File: config.mk
export PLATFORM = sky130hd
export DESIGN_NAME = ps2_input_ctrl
export DESIGN_NICKNAME = d
export VERILOG_FILES = /design/src/rtl/ps2_input_ctrl.sv
export SDC_FILE = /design/constraint.sdc
export NUM_CORES = 1
export LEC_CHECK = 0
export CAP_MARGIN = 20
export CELL_PAD_IN_SITES_DETAIL_PLACEMENT = 0
export CELL_PAD_IN_SITES_GLOBAL_PLACEMENT = 1
export CORE_ASPECT_RATIO = 1.2
export CORE_MARGIN = 5
export CORE_UTILIZATION = 46
export CTS_CLUSTER_SIZE = 28
export DETAILED_ROUTE_END_ITERATION = 10
export DONT_BUFFER_PORTS = 1
export PLACE_DENSITY = 0.81
export SETUP_SLACK_MARGIN = 0.02
export SYNTH_ARGS = -nofsm -noshare
export SYNTH_HDL_FRONTEND = slang
export SYNTH_SLANG_ARGS = --single-unit
export TNS_END_PERCENT = 50
File: constraint.sdc
create_clock -name clk -period 2.9 [get_ports clk]
set_input_delay 0.58 -clock clk [delete_from_list [all_inputs] [get_ports clk]]
set_output_delay 0.58 -clock clk [all_outputs]
set_load 0.01 [all_outputs]
File: src/rtl/ps2_input_ctrl.sv
// rtl/ps2_input_ctrl.sv - PS/2 keyboard receiver, game-key decoder and key-event queue
//
// Purpose: receives PS/2 scan-code frames, tracks the held state of five game
// keys (A, D, W, S, SPACE), presents a prioritised game command and queues
// press/release events for a consumer.
//
// Ports:
//   clk, reset          system clock (rising edge), asynchronous active-low reset
//   ps2_clk, ps2_data   raw PS/2 lines, asynchronous to clk
//   keyboard_input      registered prioritised command (0 none .. 5 shoot)
//   held                key-held bitmap {SPACE, S, W, D, A}
//   ev_valid/ev_data    head of the event queue: {press, key id[2:0]}
//   ev_ready            consumer accepts head event
//   frame_err           one-cycle pulse per rejected or aborted frame
//   ev_ovf              sticky: an event was dropped on a full queue
module ps2_input_ctrl #(
    parameter int TIMEOUT    = 12500,
    parameter int FIFO_DEPTH = 4
) (
    input  logic        clk,
    input  logic        reset,
    input  logic        ps2_clk,
    input  logic        ps2_data,
    output logic [15:0] keyboard_input,
    output logic [4:0]  held,
    output logic        ev_valid,
    output logic [3:0]  ev_data,
    input  logic        ev_ready,
    output logic        frame_err,
    output logic        ev_ovf
);

    localparam int PW = (FIFO_DEPTH > 1) ? $clog2(FIFO_DEPTH) : 1;
    localparam int CW = $clog2(FIFO_DEPTH + 1);
    localparam int TW = (TIMEOUT > 1) ? $clog2(TIMEOUT) : 1;

    typedef enum logic {ST_IDLE, ST_SHIFT} state_t;

    // Synchronisers; reset to the idle-high line level so release never fakes an edge.
    logic clk_s1_q, clk_s2_q, clk_prev_q, dat_s1_q, dat_s2_q;
    logic fall;

    always_ff @(posedge clk or negedge reset) begin
        if (!reset) begin
            {clk_s1_q, clk_s2_q, clk_prev_q, dat_s1_q, dat_s2_q} <= '1;
        end else begin
            clk_s1_q   <= ps2_clk;
            clk_s2_q   <= clk_s1_q;
            clk_prev_q <= clk_s2_q;
            dat_s1_q   <= ps2_data;
            dat_s2_q   <= dat_s1_q;
        end
    end

    assign fall = clk_prev_q & ~clk_s2_q;

    // Receiver FSM
    state_t          state_q;
    logic [3:0]      bit_cnt_q;
    logic [7:0]      shift_q;
    logic            par_q;
    logic [TW-1:0]   tmo_q;
    logic [7:0]      byte_q;
    logic            byte_vld_q;
    logic            frame_err_q;

    always_ff @(posedge clk or negedge reset) begin
        if (!reset) begin
            state_q     <= ST_IDLE;
            bit_cnt_q   <= '0;
            shift_q     <= '0;
            par_q       <= 1'b0;
            tmo_q       <= '0;
            byte_q      <= '0;
            byte_vld_q  <= 1'b0;
            frame_err_q <= 1'b0;
        end else begin
            byte_vld_q  <= 1'b0;
            frame_err_q <= 1'b0;
            case (state_q)
                ST_IDLE: begin
                    tmo_q <= '0;
                    if (fall) begin
                        if (!dat_s2_q) begin
                            state_q   <= ST_SHIFT;
                            bit_cnt_q <= '0;
                        end else begin
                            frame_err_q <= 1'b1;
                        end
                    end
                end
                ST_SHIFT: begin
                    if (fall) begin
                        tmo_q     <= '0;
                        bit_cnt_q <= bit_cnt_q + 4'd1;
                        if (bit_cnt_q < 4'd8) begin
                            // LSB arrives first: shift right, new bit enters at the top
                            shift_q <= {dat_s2_q, shift_q[7:1]};
                        end else if (bit_cnt_q == 4'd8) begin
                            par_q <= dat_s2_q;
                        end else begin
                            state_q <= ST_IDLE;
                            // odd parity: data plus parity bit carry an odd number of ones
                            if (dat_s2_q && (^{shift_q, par_q})) begin
                                byte_q     <= shift_q;
                                byte_vld_q <= 1'b1;
                            end else begin
                                frame_err_q <= 1'b1;
                            end
                        end
                    end else if (tmo_q == TW'(TIMEOUT - 1)) begin
                        state_q     <= ST_IDLE;
                        shift_q     <= '0;
                        tmo_q       <= '0;
                        frame_err_q <= 1'b1;
                    end else begin
                        tmo_q <= tmo_q + TW'(1);
                    end
                end
                default: state_q <= ST_IDLE;
            endcase
        end
    end

    // Decoder
    logic       ext_q, brk_q;
    logic [4:0] held_q;
    logic       key_hit;
    logic [2:0] key_id;
    logic       key_new;
    logic       is_data;
    logic       push;

    always_comb begin
        key_hit = 1'b1;
        key_id  = 3'd0;
        case (byte_q)
            8'h1C:   key_id = 3'd0;
            8'h23:   key_id = 3'd1;
            8'h1D:   key_id = 3'd2;
            8'h1B:   key_id = 3'd3;
            8'h29:   key_id = 3'd4;
            default: key_hit = 1'b0;
        endcase
    end

    assign key_new = ~brk_q;
    assign is_data = byte_vld_q && (byte_q != 8'hE0) && (byte_q != 8'hF0);
    // Only a real change of held state produces an event; typematic repeats do not.
    assign push    = is_data && !ext_q && key_hit && (held_q[key_id] != key_new);

    always_ff @(posedge clk or negedge reset) begin
        if (!reset) begin
            ext_q  <= 1'b0;
            brk_q  <= 1'b0;
            held_q <= '0;
        end else if (byte_vld_q) begin
            if (byte_q == 8'hE0) begin
                ext_q <= 1'b1;
            end else if (byte_q == 8'hF0) begin
                brk_q <= 1'b1;
            end else begin
                ext_q <= 1'b0;
                brk_q <= 1'b0;
                if (push) held_q[key_id] <= key_new;
            end
        end
    end

    // Prioritised game command
    logic [15:0] kb_d, kb_q;

    always_comb begin
        kb_d = '0;
        if (held_q[4])      kb_d = 16'd5;
        else if (held_q[2]) kb_d = 16'd3;
        else if (held_q[3]) kb_d = 16'd4;
        else if (held_q[0]) kb_d = 16'd1;
        else if (held_q[1]) kb_d = 16'd2;
    end

    always_ff @(posedge clk or negedge reset) begin
        if (!reset) kb_q <= '0;
        else        kb_q <= kb_d;
    end

    // Event queue
    logic [3:0]    mem [FIFO_DEPTH];
    logic [PW-1:0] wr_ptr_q, rd_ptr_q, wr_ptr_d, rd_ptr_d;
    logic [CW-1:0] count_q, count_d;
    logic          ovf_q, ovf_d;
    logic          full, pop, wr_en;

    assign full  = (count_q == CW'(FIFO_DEPTH));
    assign pop   = ev_valid && ev_ready;
    // A pop on the same cycle frees the slot, so a push into a full queue still lands.
    assign wr_en = push && (!full || pop);

    always_comb begin
        wr_ptr_d = wr_ptr_q;
        rd_ptr_d = rd_ptr_q;
        count_d  = count_q;
        ovf_d    = ovf_q;
        if (wr_en) wr_ptr_d = wr_ptr_q + PW'(1);
        if (pop)   rd_ptr_d = rd_ptr_q + PW'(1);
        if (wr_en && !pop)      count_d = count_q + CW'(1);
        else if (!wr_en && pop) count_d = count_q - CW'(1);
        if (push && !wr_en)     ovf_d = 1'b1;
    end

    always_ff @(posedge clk or negedge reset) begin
        if (!reset) begin
            wr_ptr_q <= '0;
            rd_ptr_q <= '0;
            count_q  <= '0;
            ovf_q    <= 1'b0;
        end else begin
            wr_ptr_q <= wr_ptr_d;
            rd_ptr_q <= rd_ptr_d;
            count_q  <= count_d;
            ovf_q    <= ovf_d;
        end
    end

    always_ff @(posedge clk) begin
        if (wr_en) mem[wr_ptr_q] <= {key_new, key_id};
    end

    assign ev_valid       = (count_q != '0);
    assign ev_data        = ev_valid ? mem[rd_ptr_q] : 4'd0;
    assign held           = held_q;
    assign keyboard_input = kb_q;
    assign frame_err      = frame_err_q;
    assign ev_ovf         = ovf_q;

endmodule

==> run_results.csv <==
group,metric,value,unit
flow_run,max_cap_violations,0,
drt,viasPerCell,5.14,
drt,ant_nets,0,
power_and_ir_drop,power,2.32,mW
sta,post-route-period-util,96.5,%
die,die_w,92.1,um
status,status,"finished, final reports clean",
worst_setup_path,startpoint_type,"flop",
die,die-area,9990,um2
finish,final_cell_count_no_fill,439,
cts,clock_path_buffers,2,
sta,worstMarginPinSlew,0.545,ns
synth,syn_inst,324,
worst_setup_path,cp.arrival,3.03,ns
synth,yosys.area_share.adder,3.23,%
sta,rsz0062_at_grt,"true",
global_route,grt_pass1_wl,11200,um
sta,fmax,0.357,GHz
die,die_y,109,um
synth,postSynth.asyncResetShare,79.2,%
power_and_ir_drop,power_per_cell_area,570,nW/um2
worst_setup_path,worstSetupEndpointType,"flop",
die,ios,33,
power_and_ir_drop,vdd_drop_max,0.000358,V
sta,period_needed,2.80,ns
placed_design,place_hpwl,4480,um
synth,syn_avg_cell_area,11.5,um2
synth,synthFlopType,"dfrtp_1",
drt,first_iter_violations,52,
finish,area_growth,9.35,%
synth,netlist_area,3720,um2
global_route,grt_max_degree,57,
synth,synth_edf_count,16,
die,core_area,8020,um2
global_route,grt_usage,14.2,%
worst_setup_path,worstSetupPathType,"reg2reg",
synth,netlist_top_cells_area,"dfrtp_1 38%, edfxtp_1 13%, dfstp_2 3.5%, xnor2_1 3.5%, mux2i_1 3.2%",
power_and_ir_drop,p_leak,1.78,nW
synth,synth_simple_gate_area_share,14.6,%
cts,root_buffer,"clkbuf_8",
drt,routed-via-count,2255,
synth,synth_compound_area_share,6.59,%
finish,drive_gt1_share,17.2,%
drt,first_pass_iters,4,
global_route,grt_pass1_vias,2337,
global_route,grt_overflow_total,0,
placed_design,dpl-instance-area,3840,um2
cts,cts_tree,"done",
drt,drt_wl_total,6530,um
sta,hold_viol,0,
worst_setup_path,crit_fanout,4,
finish,fin_area,4070,um2
synth,synth_mux_area_share,9.08,%
synth,ys_seq_area_share,54.1,%
sta,relSlewSlack,63.6,%
cts,clkLatencyLatePin,0.34,ns
cts,numCtsBuffers,9,
die,rows,36,
cts,htree_levels,3,
finish,n_antenna_cell,0,
worst_setup_path,cp.required,3.14,ns
global_route,grt_antenna_before_repair,0,
placed_design,place_inst,422,
drt,avgRoutedWirePerCell,14.9,um
cts,path_clk_slew,0.08,ns
synth,synth.largest_area_cell,"dfrtp_1",
sta,fin_setup_tns,0,ns
die,initial_core_util,46.4,%
synth,synth_top_family_by_area,"simple AND/OR/NAND/NOR gates",
cts,postCtsSetupRepairBufs,0,
sta,clock_skew,0.00709,ns
sta,report.final.slew_viol_count,0,
placed_design,io_buffers,0,
synth,ys_warn_count,0,
synth,synth.ff_latch_count,77,
synth,synth_top_area_share,37.7,%
placed_design,routabilityCongestion,0.838,
min_path,hold_path_class,"in2async",
synth,synth-xor-area-share,6.49,%
finish,nets,353,
drt,drc,0,
cts,cts_sinks,77,
synth,post_synth_num_cell_types,54,
placed_design,pre_cts_ws,0.103,ns
sta,finalSetupViolations,0,
sta,fin_ws,0.101,ns
finish,fillCellCount,715,
-- final cells by class --
| class | instances | area (um2) | share of cell area, % |
|---|---|---|---|
| flip-flops and latches | 77 | 2010 | 49.5 |
| multi-input cells | 217 | 1550 | 38.2 |
| clock buffers | 9 | 124 | 3.05 |
| well taps | 95 | 119 | 2.92 |
| repair buffers | 12 | 110 | 2.71 |
| inverters | 22 | 82.6 | 2.03 |
| clock inverters | 7 | 66.3 | 1.63 |
-- critical path, cell delays in order, from the launching register on --
cell     delay (ns)
dfrtp_1        0.38
or3b_4         0.42
or2_4          0.25
o221a_1        0.23
or3_1          0.33
and3_4         0.20
ha_2           0.18
inv_2          0.05
fa_1           0.40
mux2_2         0.26
-- routing by layer --
metal | routed length, um | share of wire (%) | vias to the layer above | global-route usage, %
met5 | 0 | 0 | - | 0
li1 | - | - | 1124 | -
met3 | 173 | 2.6 | 11 | 2.78
met2 | 3320 | 51 | 27 | 25.0
met1 | 2920 | 45 | 1093 | 17.0
met4 | 119 | 1.8 | 0 | 6.26
-- Yosys cell counts, types with 2 or more instances --
cell / instances
dfrtp_1: 56
nor2_1: 30
inv_1: 22
nand2_1: 18
edfxtp_1: 16
a21oi_1: 15
xnor2_1: 15
buf_4: 13
mux2i_1: 12
and2_1: 10
mux2_2: 10
nand3_1: 10
xor2_1: 10
ha_1: 8
clkbuf_1: 6
o21ai_0: 6
dfstp_2: 5
mux4_2: 4
nand4_1: 4
nor3_1: 4
nor3b_1: 4
and3_1: 3
or4_1: 3
a21o_1: 2
a22o_1: 2
nand2b_1: 2
nand3b_1: 2
nor2b_1: 2
nor4b_1: 2
o21a_1: 2
or2_2: 2
or3_1: 2
-- repair_timing --
action | CTS | global route
resized for setup | 0 | 4
hold buffers | 1 | 0
setup endpoints to repair | 0 | 2
endpoints found under the hold margin | 56 | 0
-- registers in the layout, indices dropped and copies added, names as in the netlist, 2 cells and up --
register	cells
wr_ptr_q	2
held	5
rd_ptr_q	2
bit_cnt_q	4
count_q	3
keyboard_input	3
shift_q	8
mem	16
tmo_q	14
byte_q	8
-- cell usage in the layout (no fill, tap or decap), types with 3 or more instances in the layout --
| cell | n |
|---|---|
| dfrtp_1 | 56 |
| nor2_1 | 30 |
| inv_1 | 21 |
| nand2_1 | 18 |
| edfxtp_1 | 16 |
| xnor2_1 | 15 |
| a21oi_1 | 15 |
| conb_1 | 13 |
| mux2i_1 | 12 |
| buf_4 | 11 |
| and2_1 | 10 |
| nand3_1 | 10 |
| xor2_1 | 10 |
| mux2_2 | 10 |
| clkbuf_8 | 9 |
| ha_1 | 7 |
| o21ai_0 | 5 |
| dfstp_2 | 5 |
| mux4_2 | 4 |
| nor3b_1 | 4 |
| nor3_1 | 4 |
| nand4_1 | 4 |
| or4_1 | 3 |
| clkinvlp_4 | 3 |
-- cells by family after synthesis --
| kind of cell | Yosys count |
|---|---|
| buffers and inverters | 42 |
| adder cells (fa/ha/maj) | 9 |
| flip-flops | 77 |
| AO/OA/AOI/OAI | 38 |
| multiplexers | 27 |
| AND/OR/NAND/NOR | 104 |
| XOR/XNOR | 26 |
| other | 1 |
-- path summary, 6_finish.rpt --
check / depth (start not counted) / end / slack (ns) / from
max: 9 / count_q[1] / 0.10 / byte_q[7]
min: 0 / clk_prev_q / 0.08 / reset
min in group clk: 0 / clk_s1_q / 0.23 / ps2_clk
min reg2reg: 0 / clk_s2_q / 0.36 / clk_s1_q
max in group asynchronous: 1 / brk_q / 2.57 / reset
max reg2reg: 9 / count_q[1] / 0.10 / byte_q[7]
-- power breakdown --
group          internal [mW]  switching, mW  leakage, nW  total, mW
Combinational          0.128          0.140        0.729      0.269
Sequential              1.17         0.0890        0.960       1.26
Clock                  0.391          0.395       0.0887      0.787
Total                   1.69          0.625         1.78       2.32
-- metrics by stage --
| stage | hold WS, ns | utilization (%) |
|---|---|---|
| after global routing | 0.0493 | 50.7 |
| final | 0.0750 | 50.7 |
| after floorplan | 0.284 | - |
| after global placement | 0.287 | 47.9 |
| after CTS | 0.0549 | 50.6 |
| after detailed placement | 0.287 | 47.9 |
Power figures use the tool's default switching activity.
